==> config.mk <==
export PLATFORM = sky130hd
export DESIGN_NAME = imm_gen_pipe
export DESIGN_NICKNAME = d
export VERILOG_FILES = /design/src/rtl/imm_pkg.sv /design/src/rtl/pipe_skid_reg.sv /design/src/rtl/imm_gen_pipe.sv
export SDC_FILE = /design/constraint.sdc
export NUM_CORES = 1
export LEC_CHECK = 0
export ABC_AREA = 1
export BUFFER_PORTS_ARGS = -buffer_cell sky130_fd_sc_hd__buf_2
export CORE_UTILIZATION = 45
export CTS_CLUSTER_DIAMETER = 200
export DETAILED_ROUTE_END_ITERATION = 8
export GPL_ROUTABILITY_DRIVEN = 0
export PLACE_DENSITY = 0.67
export SYNTH_ARGS = -nofsm -noshare
export SYNTH_HDL_FRONTEND = slang
export SYNTH_SLANG_ARGS = --single-unit
==> constraint.sdc <==
create_clock -name clk -period 3.8 [get_ports clk]
set_input_delay 0.76 -clock clk [delete_from_list [all_inputs] [get_ports clk]]
set_output_delay 0.76 -clock clk [all_outputs]
set_load 0.05 [all_outputs]
==> src/rtl/imm_pkg.sv <==
// ---------------------------------------------------------------------------
// imm_pkg
// Shared types and helpers for the pipelined immediate generator.
//   imm_sel_e      : immediate format select (3-bit encoding on in_sel).
//   imm_payload_t  : one output beat {imm, target, tag, sel_err}, laid out at
//                    the widest supported configuration (XLEN 64, tag 16 bits).
//                    Narrower instances carry the low bits and truncate at
//                    the ports; the unused upper flops have no loads.
//   shamt_width()  : shift-amount width for a given XLEN.
//   imm_decode()   : raw instruction + select -> immediate, extended to 64.
// ---------------------------------------------------------------------------
package imm_pkg;

  localparam int XLEN_MAX  = 64;
  localparam int TAG_W_MAX = 16;

  typedef enum logic [2:0] {
    IMM_I    = 3'b000,
    IMM_S    = 3'b001,
    IMM_B    = 3'b010,
    IMM_U    = 3'b011,
    IMM_J    = 3'b100,
    IMM_Z    = 3'b101,
    IMM_SH   = 3'b110,
    IMM_RSVD = 3'b111
  } imm_sel_e;

  typedef struct packed {
    logic [XLEN_MAX-1:0]  imm;
    logic [XLEN_MAX-1:0]  target;
    logic [TAG_W_MAX-1:0] tag;
    logic                 sel_err;
  } imm_payload_t;

  // RV64 shifts use a 6-bit shamt, RV32 a 5-bit one.
  function automatic int shamt_width(input int xlen);
    return (xlen == 64) ? 6 : 5;
  endfunction

  // The result is sign/zero-extended to 64 bits. Truncating it to 32 bits
  // gives exactly the RV32 immediate, since sign extension always starts
  // from instr[31] and the zero-extended formats fit in the low bits.
  function automatic logic [XLEN_MAX-1:0] imm_decode(input logic [31:0] instr,
                                                     input imm_sel_e    sel,
                                                     input int          shamt_w);
    logic [XLEN_MAX-1:0] imm;
    imm = '0;
    case (sel)
      IMM_I:  imm = {{52{instr[31]}}, instr[31:20]};
      IMM_S:  imm = {{52{instr[31]}}, instr[31:25], instr[11:7]};
      IMM_B:  imm = {{51{instr[31]}}, instr[31], instr[7], instr[30:25],
                     instr[11:8], 1'b0};
      IMM_U:  imm = {{32{instr[31]}}, instr[31:12], 12'b0};
      IMM_J:  imm = {{43{instr[31]}}, instr[31], instr[19:12], instr[20],
                     instr[30:21], 1'b0};
      IMM_Z:  imm = {59'b0, instr[19:15]};
      IMM_SH: imm = (shamt_w == 6) ? {58'b0, instr[25:20]}
                                   : {59'b0, instr[24:20]};
      default: imm = '0;
    endcase
    return imm;
  endfunction

endpackage

==> src/rtl/pipe_skid_reg.sv <==
// ---------------------------------------------------------------------------
// pipe_skid_reg
// Generic valid/ready register stage, latency 1, full throughput.
// Build option: IMM_GEN_SKID_EN
//   undefined : single output register, in_ready = !out_valid || out_ready.
//   defined   : output register plus a skid register; in_ready comes only
//               from the skid-occupancy flop (and rst), so out_ready has no
//               combinational path to in_ready.
// Ports:
//   clk, rst             : clock, synchronous active-high reset
//   in_valid/in_ready    : upstream handshake
//   in_data  [W-1:0]     : upstream payload
//   out_valid/out_ready  : downstream handshake
//   out_data [W-1:0]     : downstream payload, held stable while stalled
// ---------------------------------------------------------------------------
module pipe_skid_reg #(
  parameter int W = 8
) (
  input  logic         clk,
  input  logic         rst,
  input  logic         in_valid,
  output logic         in_ready,
  input  logic [W-1:0] in_data,
  output logic         out_valid,
  input  logic         out_ready,
  output logic [W-1:0] out_data
);

  logic         out_valid_d, out_valid_q;
  logic [W-1:0] out_data_d,  out_data_q;

`ifdef IMM_GEN_SKID_EN

  logic         skid_valid_d, skid_valid_q;
  logic [W-1:0] skid_data_d,  skid_data_q;

  assign in_ready = !rst && !skid_valid_q;

  // The skid only fills when the output is stalled, and while it is full
  // in_ready is low, so the skid always holds the beat behind the output.
  always_comb begin
    out_valid_d  = out_valid_q;
    out_data_d   = out_data_q;
    skid_valid_d = skid_valid_q;
    skid_data_d  = skid_data_q;
    if (skid_valid_q) begin
      if (out_ready) begin
        out_data_d   = skid_data_q;
        skid_valid_d = 1'b0;
      end
    end else if (!out_valid_q || out_ready) begin
      out_valid_d = in_valid;
      if (in_valid) begin
        out_data_d = in_data;
      end
    end else if (in_valid) begin
      skid_valid_d = 1'b1;
      skid_data_d  = in_data;
    end
  end

  always_ff @(posedge clk) begin
    if (rst) begin
      out_valid_q  <= 1'b0;
      out_data_q   <= '0;
      skid_valid_q <= 1'b0;
      skid_data_q  <= '0;
    end else begin
      out_valid_q  <= out_valid_d;
      out_data_q   <= out_data_d;
      skid_valid_q <= skid_valid_d;
      skid_data_q  <= skid_data_d;
    end
  end

`else

  assign in_ready = !rst && (!out_valid_q || out_ready);

  // A new accept replaces a beat draining this cycle, so there is no bubble.
  always_comb begin
    out_valid_d = out_valid_q;
    out_data_d  = out_data_q;
    if (in_valid && in_ready) begin
      out_valid_d = 1'b1;
      out_data_d  = in_data;
    end else if (out_ready) begin
      out_valid_d = 1'b0;
    end
  end

  always_ff @(posedge clk) begin
    if (rst) begin
      out_valid_q <= 1'b0;
      out_data_q  <= '0;
    end else begin
      out_valid_q <= out_valid_d;
      out_data_q  <= out_data_d;
    end
  end

`endif

  assign out_valid = out_valid_q;
  assign out_data  = out_data_q;

endmodule

==> src/rtl/imm_gen_pipe.sv <==
// ---------------------------------------------------------------------------
// imm_gen_pipe
// Pipelined immediate generator: decodes one of seven immediate formats,
// extends it to XLEN and forms pc + imm, then registers the result behind a
// valid/ready stage (latency 1).
// Build option: IMM_GEN_SKID_EN adds a skid entry to the register stage
// (see pipe_skid_reg); ordering and values are identical in both builds.
// Parameters: XLEN (32 or 64), TAG_W (1..16).
// Ports:
//   clk, rst                 : clock, synchronous active-high reset
//   in_valid/in_ready        : upstream handshake
//   in_instr[31:0], in_sel   : instruction word, format select (imm_sel_e)
//   in_pc[XLEN-1:0], in_tag  : instruction PC, opaque sideband tag
//   out_valid/out_ready      : downstream handshake
//   out_imm, out_target      : extended immediate, pc + imm (mod 2^XLEN)
//   out_tag, out_sel_err     : passed-through tag, reserved-select flag
// ---------------------------------------------------------------------------
module imm_gen_pipe
  import imm_pkg::*;
#(
  parameter int XLEN  = 32,
  parameter int TAG_W = 4
) (
  input  logic             clk,
  input  logic             rst,
  input  logic             in_valid,
  output logic             in_ready,
  input  logic [31:0]      in_instr,
  input  logic [2:0]       in_sel,
  input  logic [XLEN-1:0]  in_pc,
  input  logic [TAG_W-1:0] in_tag,
  output logic             out_valid,
  input  logic             out_ready,
  output logic [XLEN-1:0]  out_imm,
  output logic [XLEN-1:0]  out_target,
  output logic [TAG_W-1:0] out_tag,
  output logic             out_sel_err
);

  localparam int SHAMT_W = shamt_width(XLEN);

  imm_payload_t        pay_d, pay_q;
  logic [XLEN_MAX-1:0] imm_full;

  // The target is formed at full width; its low XLEN bits equal the
  // XLEN-bit sum with the carry discarded.
  always_comb begin
    imm_full      = imm_decode(in_instr, imm_sel_e'(in_sel), SHAMT_W);
    pay_d         = '0;
    pay_d.imm     = imm_full;
    pay_d.target  = XLEN_MAX'(in_pc) + imm_full;
    pay_d.tag     = TAG_W_MAX'(in_tag);
    pay_d.sel_err = (imm_sel_e'(in_sel) == IMM_RSVD);
  end

  pipe_skid_reg #(
    .W($bits(imm_payload_t))
  ) u_stage (
    .clk       (clk),
    .rst       (rst),
    .in_valid  (in_valid),
    .in_ready  (in_ready),
    .in_data   (pay_d),
    .out_valid (out_valid),
    .out_ready (out_ready),
    .out_data  (pay_q)
  );

  assign out_imm     = XLEN'(pay_q.imm);
  assign out_target  = XLEN'(pay_q.target);
  assign out_tag     = TAG_W'(pay_q.tag);
  assign out_sel_err = pay_q.sel_err;

endmodule

## Yosys cells after proc, flatten, opt, wreduce, memory -nomap -nowiden

Cells that the tools add are included.

- Register bits: 102

- Add/subtract/negate cells: 1
- Equality and inequality tests: 7
- Mux-type cells: 3
- Reduce and logical (&&, ||, !) cells: 7

Operator list:

| kind | count |
|---|---|
| $pmux W64 S7 | 1 |
| $add A32 B64 Y64 | 1 |
| $eq A3 B3 Y1 const B | 4 |
| $eq A3 B2 Y1 const B | 2 |
| $eq A3 B1 Y1 const B | 1 |
| $logic_not A3 Y1 | 1 |
| $logic_and A1 B1 Y1 | 2 |
| $logic_not A1 Y1 | 2 |
| $mux W1 | 2 |
| $reduce_bool A2 Y1 | 1 |
| $logic_or A1 B1 Y1 | 1 |

## Longest topological paths before layout

- Depth after elaboration: 5
- Depth in mapped cells: 21
- Gate-level depth less buffers: 21

## Hierarchy

From an unflattened synthesis, not the netlist that was laid out.

- Cells, all modules: 1513
- Area total of the unflattened synthesis: 9237.6 um^2

Modules (own cells, without submodules):

| module | instances | cells each | area an instance (um^2) |
|---|---|---|---|
| pipe_skid_reg | 1 | 958 | 6406.1 |
| imm_gen_pipe | 1 | 555 | 2831.5 |

## Worst setup path before layout

Ideal clock, no wire load.

- Kind: input to register
- Start: input in_sel[1]
- End: register u_stage.out_data_q[45] (netlist: u_stage.out_data[45])
- Setup time: 109 ps
- Arrival: 2677 ps
- Setup slack: 1014 ps
- Stages: 18
- Buffers on the path: 0
- Path through: inv_1 nand2_1 nor2_1 nand2_1 nand3_1 ha_1 inv_1 fa_1 inv_1 nand3_1 nand3_1 nand3_1 nand3_1 nand2_1 nand3_1 nand3_1 nand2_1 inv_1

- Word-level cells in the longest chain between the ends: 3
- Elaborated cells on any way between the ends: 9

RTL lines:

| item | RTL line | source |
|---|---|---|
| from (decl) | imm_gen_pipe.sv:29 | `input logic [2:0] in_sel,` |
| $eq A3 B3 Y1, or another cell as far along | imm_pkg.sv:48 | `case (sel)` |
| $pmux W64 S7 * | imm_pkg.sv:48 |  |
| via imm_full[0] | imm_gen_pipe.sv:43 | `logic [XLEN_MAX-1:0] imm_full;` |
| $add A32 B64 Y64 * | imm_gen_pipe.sv:51 | `pay_d.target = XLEN_MAX'(in_pc) + imm_full;` |
| to (signal assigned) | pipe_skid_reg.sv:98 | `out_data_q <= out_data_d;` |
| to (decl) | pipe_skid_reg.sv:30 | `logic [W-1:0] out_data_d, out_data_q;` |

Mark *: on every way through the listed nets, which the timed path passes. The rest lies on a longest branch.
A chain may end at the register's enable or synchronous reset.

## Worst setup path after layout

Same ends and word-level chain as after synthesis.

==> results.sh <==
export IMPL_cp_num_cells=19
export IMPL_power_density_mw_per_mm2=422.5
export IMPL_hold_class="reg -> reg"
export IMPL_worstSetupStartpointType="primary input"
export IMPL_synth_ff_type="dfxtp_1"
export IMPL_antenna_cells=0
export IMPL_synth_warnings=0
export IMPL_grt_pass1_wl_um=25200
export IMPL_dr_pass1_iters=7
export IMPL_synthCells=912
export IMPL_viasPerCell=4.817
export IMPL_fin_crit_sh=0.8157
export IMPL_synth_area_leaders="dfxtp_1, nand2_1, inv_1"
export IMPL_skew_ns=0.003787
export IMPL_synth_top_cell_by_area="dfxtp_1"
export IMPL_tightest_slew_ns=1.007
export IMPL_ir_drop_mv=0.2395
export IMPL_critical_path_class="in -> reg"
export IMPL_fin_util=0.5579
export IMPL_cts_tree="built"
export IMPL_max_stage_delay_ns=0.41
export IMPL_grt_use_met2=0.4017
export IMPL_post_place_ws_ns=0.3327
export IMPL_required_ns=4.05
export IMPL_worstSkewPairLatency_ns=0.35
export IMPL_path_cells="buf_2, inv_1, nand2_1, nor2_1, nand2_1, nand3_1, ha_1, inv_1, fa_1, inv_1, nand3_1, nand3_1, nand3_1, nand3_1, nand2_1, nand3_1, nand3_1, nand2_1, inv_1"
export IMPL_ff2ff_path_depth=6
export IMPL_crit_top_cell="nand3_1"
export IMPL_yosys_top_cells_count="nand2_1, inv_1, nand3_1"
export IMPL_dpl_cell_area_mm2=0.006123
export IMPL_max_slew_margin_rel=0.3275
export IMPL_drive_gt1_frac=0.1897
export IMPL_die_h_um=111.1
export IMPL_status="finished, violations left"
export IMPL_final_cell_area_mm2=0.006425
export IMPL_met1_usage=0.3459
export IMPL_failed_checks="design-rule violations"
export IMPL_synth_seq_cells=70
export IMPL_syn_cell_area_mm2=0.005360
export IMPL_synth_fp_nets=1019
export IMPL_crit_path_max_fanout=6
export IMPL_yosysTopAreaCellShare=0.2614
export IMPL_post_route_min_period_ns=3.100
export IMPL_grt_max_degree=81
export IMPL_fmax_mhz=322.6
export IMPL_dieArea_mm2=0.01235
export IMPL_ys_types=31
export IMPL_rsz0062_at_grt="false"
export IMPL_cap_violations=0
export IMPL_post_cts_buffers=0
export IMPL_grtUsageMet3=0.07764
export IMPL_root_buffer="clkbuf_16"
export IMPL_drc_errors=20
export IMPL_nFillCells=1248
export IMPL_slowest_stage="fa_1"
export IMPL_avgSynthCellArea_um2=5.877
export IMPL_cpLargestDelayFamily="simple AND/OR/NAND/NOR gates"
export IMPL_gr_total_overflow=0
export IMPL_cts_hold_buf=0
export IMPL_wl_per_cell_um=12.91
export IMPL_drtIter0Drc=314
export IMPL_whs_path_depth=2
export IMPL_synthArstFlopShare=0
export IMPL_cp_end_kind="flop"
export IMPL_io_pins=146
export IMPL_routed_wirelength_um=15320
export IMPL_portBuffers=138
export IMPL_vias=5718
export IMPL_clockBufferDepth=2
export IMPL_clk_pin_slew_worst_paths_ns=0.06
export IMPL_synth_edf_count=0
export IMPL_crit_buf_inv=5
export IMPL_die_x_um=111.1
export IMPL_synthToLayoutAreaGrowth_pct=19.86
export IMPL_hold_violations=0
export IMPL_clock_sinks=70
export IMPL_hpwl_um=12310
export IMPL_htree_levels=3
export IMPL_drv_slew=0
export IMPL_ys_seq_area_frac=0.2614
export IMPL_p_leak_nw=3.918
export IMPL_start_util=0.4654
export IMPL_ant_nets=0
export IMPL_cts_resized=0
export IMPL_yosysMostFrequentCell="nand2_1"
export IMPL_cts_made_buffers=9
export IMPL_final_setup_tns_ns=0
export IMPL_rows=39
export IMPL_track_usage=0.2598
export IMPL_nNetsFinal=1146
export IMPL_arrival_ns=3.35
export IMPL_grt_busiest_layer="met2"
export IMPL_fin_ws_ns=0.7002
export IMPL_grt_pass1_vias=5315
export IMPL_setup_viol=0
export IMPL_grt_antenna_before_repair=0
export IMPL_hold_ws_ns=0.4598
export IMPL_core_area_mm2=0.01152
cell usage in the layout (no fill, tap or decap), drive strengths merged:
master / Yosys / layout
nand2: 354 / 354
inv: 160 / 161
buf: 14 / 142
nand3: 99 / 99
dfxtp: 70 / 70
nor2: 66 / 66
a21oi: 38 / 38
o21ai: 32 / 32
ha: 31 / 31
xnor2: 14 / 14
clkbuf: 12 / 12
nor3: 5 / 5
nand4: 4 / 4
o21bai: 4 / 4
a22oi: 3 / 3
a31oi: 2 / 2
a21o: 2 / 2
xor2: 1 / 1
fa: 1 / 1
bufinv: 0 / 1
clkinvlp: 0 / 1
clkinv: 0 / 1
metrics by stage:
step,power [W],cells
after floorplan,0.001612,912
after global placement,0.001856,1171
after detailed placement,0.001862,1171
after CTS,0.002732,1187
after global routing,0.002883,1187
final,0.002715,1187
worst min-delay path: stages, from the launching register on:
cell     delay, ns
dfxtp_1       0.30
nand3_1       0.07
nand2_1       0.04
path summary, 6_finish.rpt:
path / from / endpoint / slack [ns]
worst max register to register: u_stage.out_valid / u_stage.out_data[81] / 2.04
worst min register to register: u_stage.out_data[1] / u_stage.out_data[1] / 0.46
worst min-delay path: u_stage.out_data[1] / u_stage.out_data[1] / 0.46
worst max-delay path: in_sel[1] / u_stage.out_data[45] / 0.70
area by class of cell:
class	count	area [um2]	area share
Multi-Input combinational cell	656	3222	0.5015
Sequential cell	70	1401	0.2181
Timing Repair Buffer	142	720.7	0.1122
Inverter	160	600.6	0.09348
Clock buffer	12	246.5	0.03836
Tap cell	143	178.9	0.02785
Clock inverter	4	55.05	0.008569
layer usage:
layer  up-vias  share of wire
met5         -              0
met4         0          0.015
met1      2473           0.49
met3        18          0.072
li1       3069              -
met2       158           0.42
where the power goes:
part	switching, W	internal [W]	leakage (nW)
Combinational	0.000721	0.000290	3.20
Sequential	0.0000346	0.000806	0.578
Clock	0.000334	0.000530	0.143
registers in the layout (all words and copies together) (netlist names):
name               count
u_stage.out_data      69
u_stage.out_valid      1
logic make-up after synthesis:
family,after synthesis,synth area share
DFF,70,0.2614
adders and majority gates,32,0.07610
AOI/OAI and AO/OA,81,0.09150
and+or+nand+nor,528,0.4085
xor gates and xnor gates,15,0.02451
buffers and inverters,186,0.1380
Note: power is estimated with default switching activity, not from simulation.
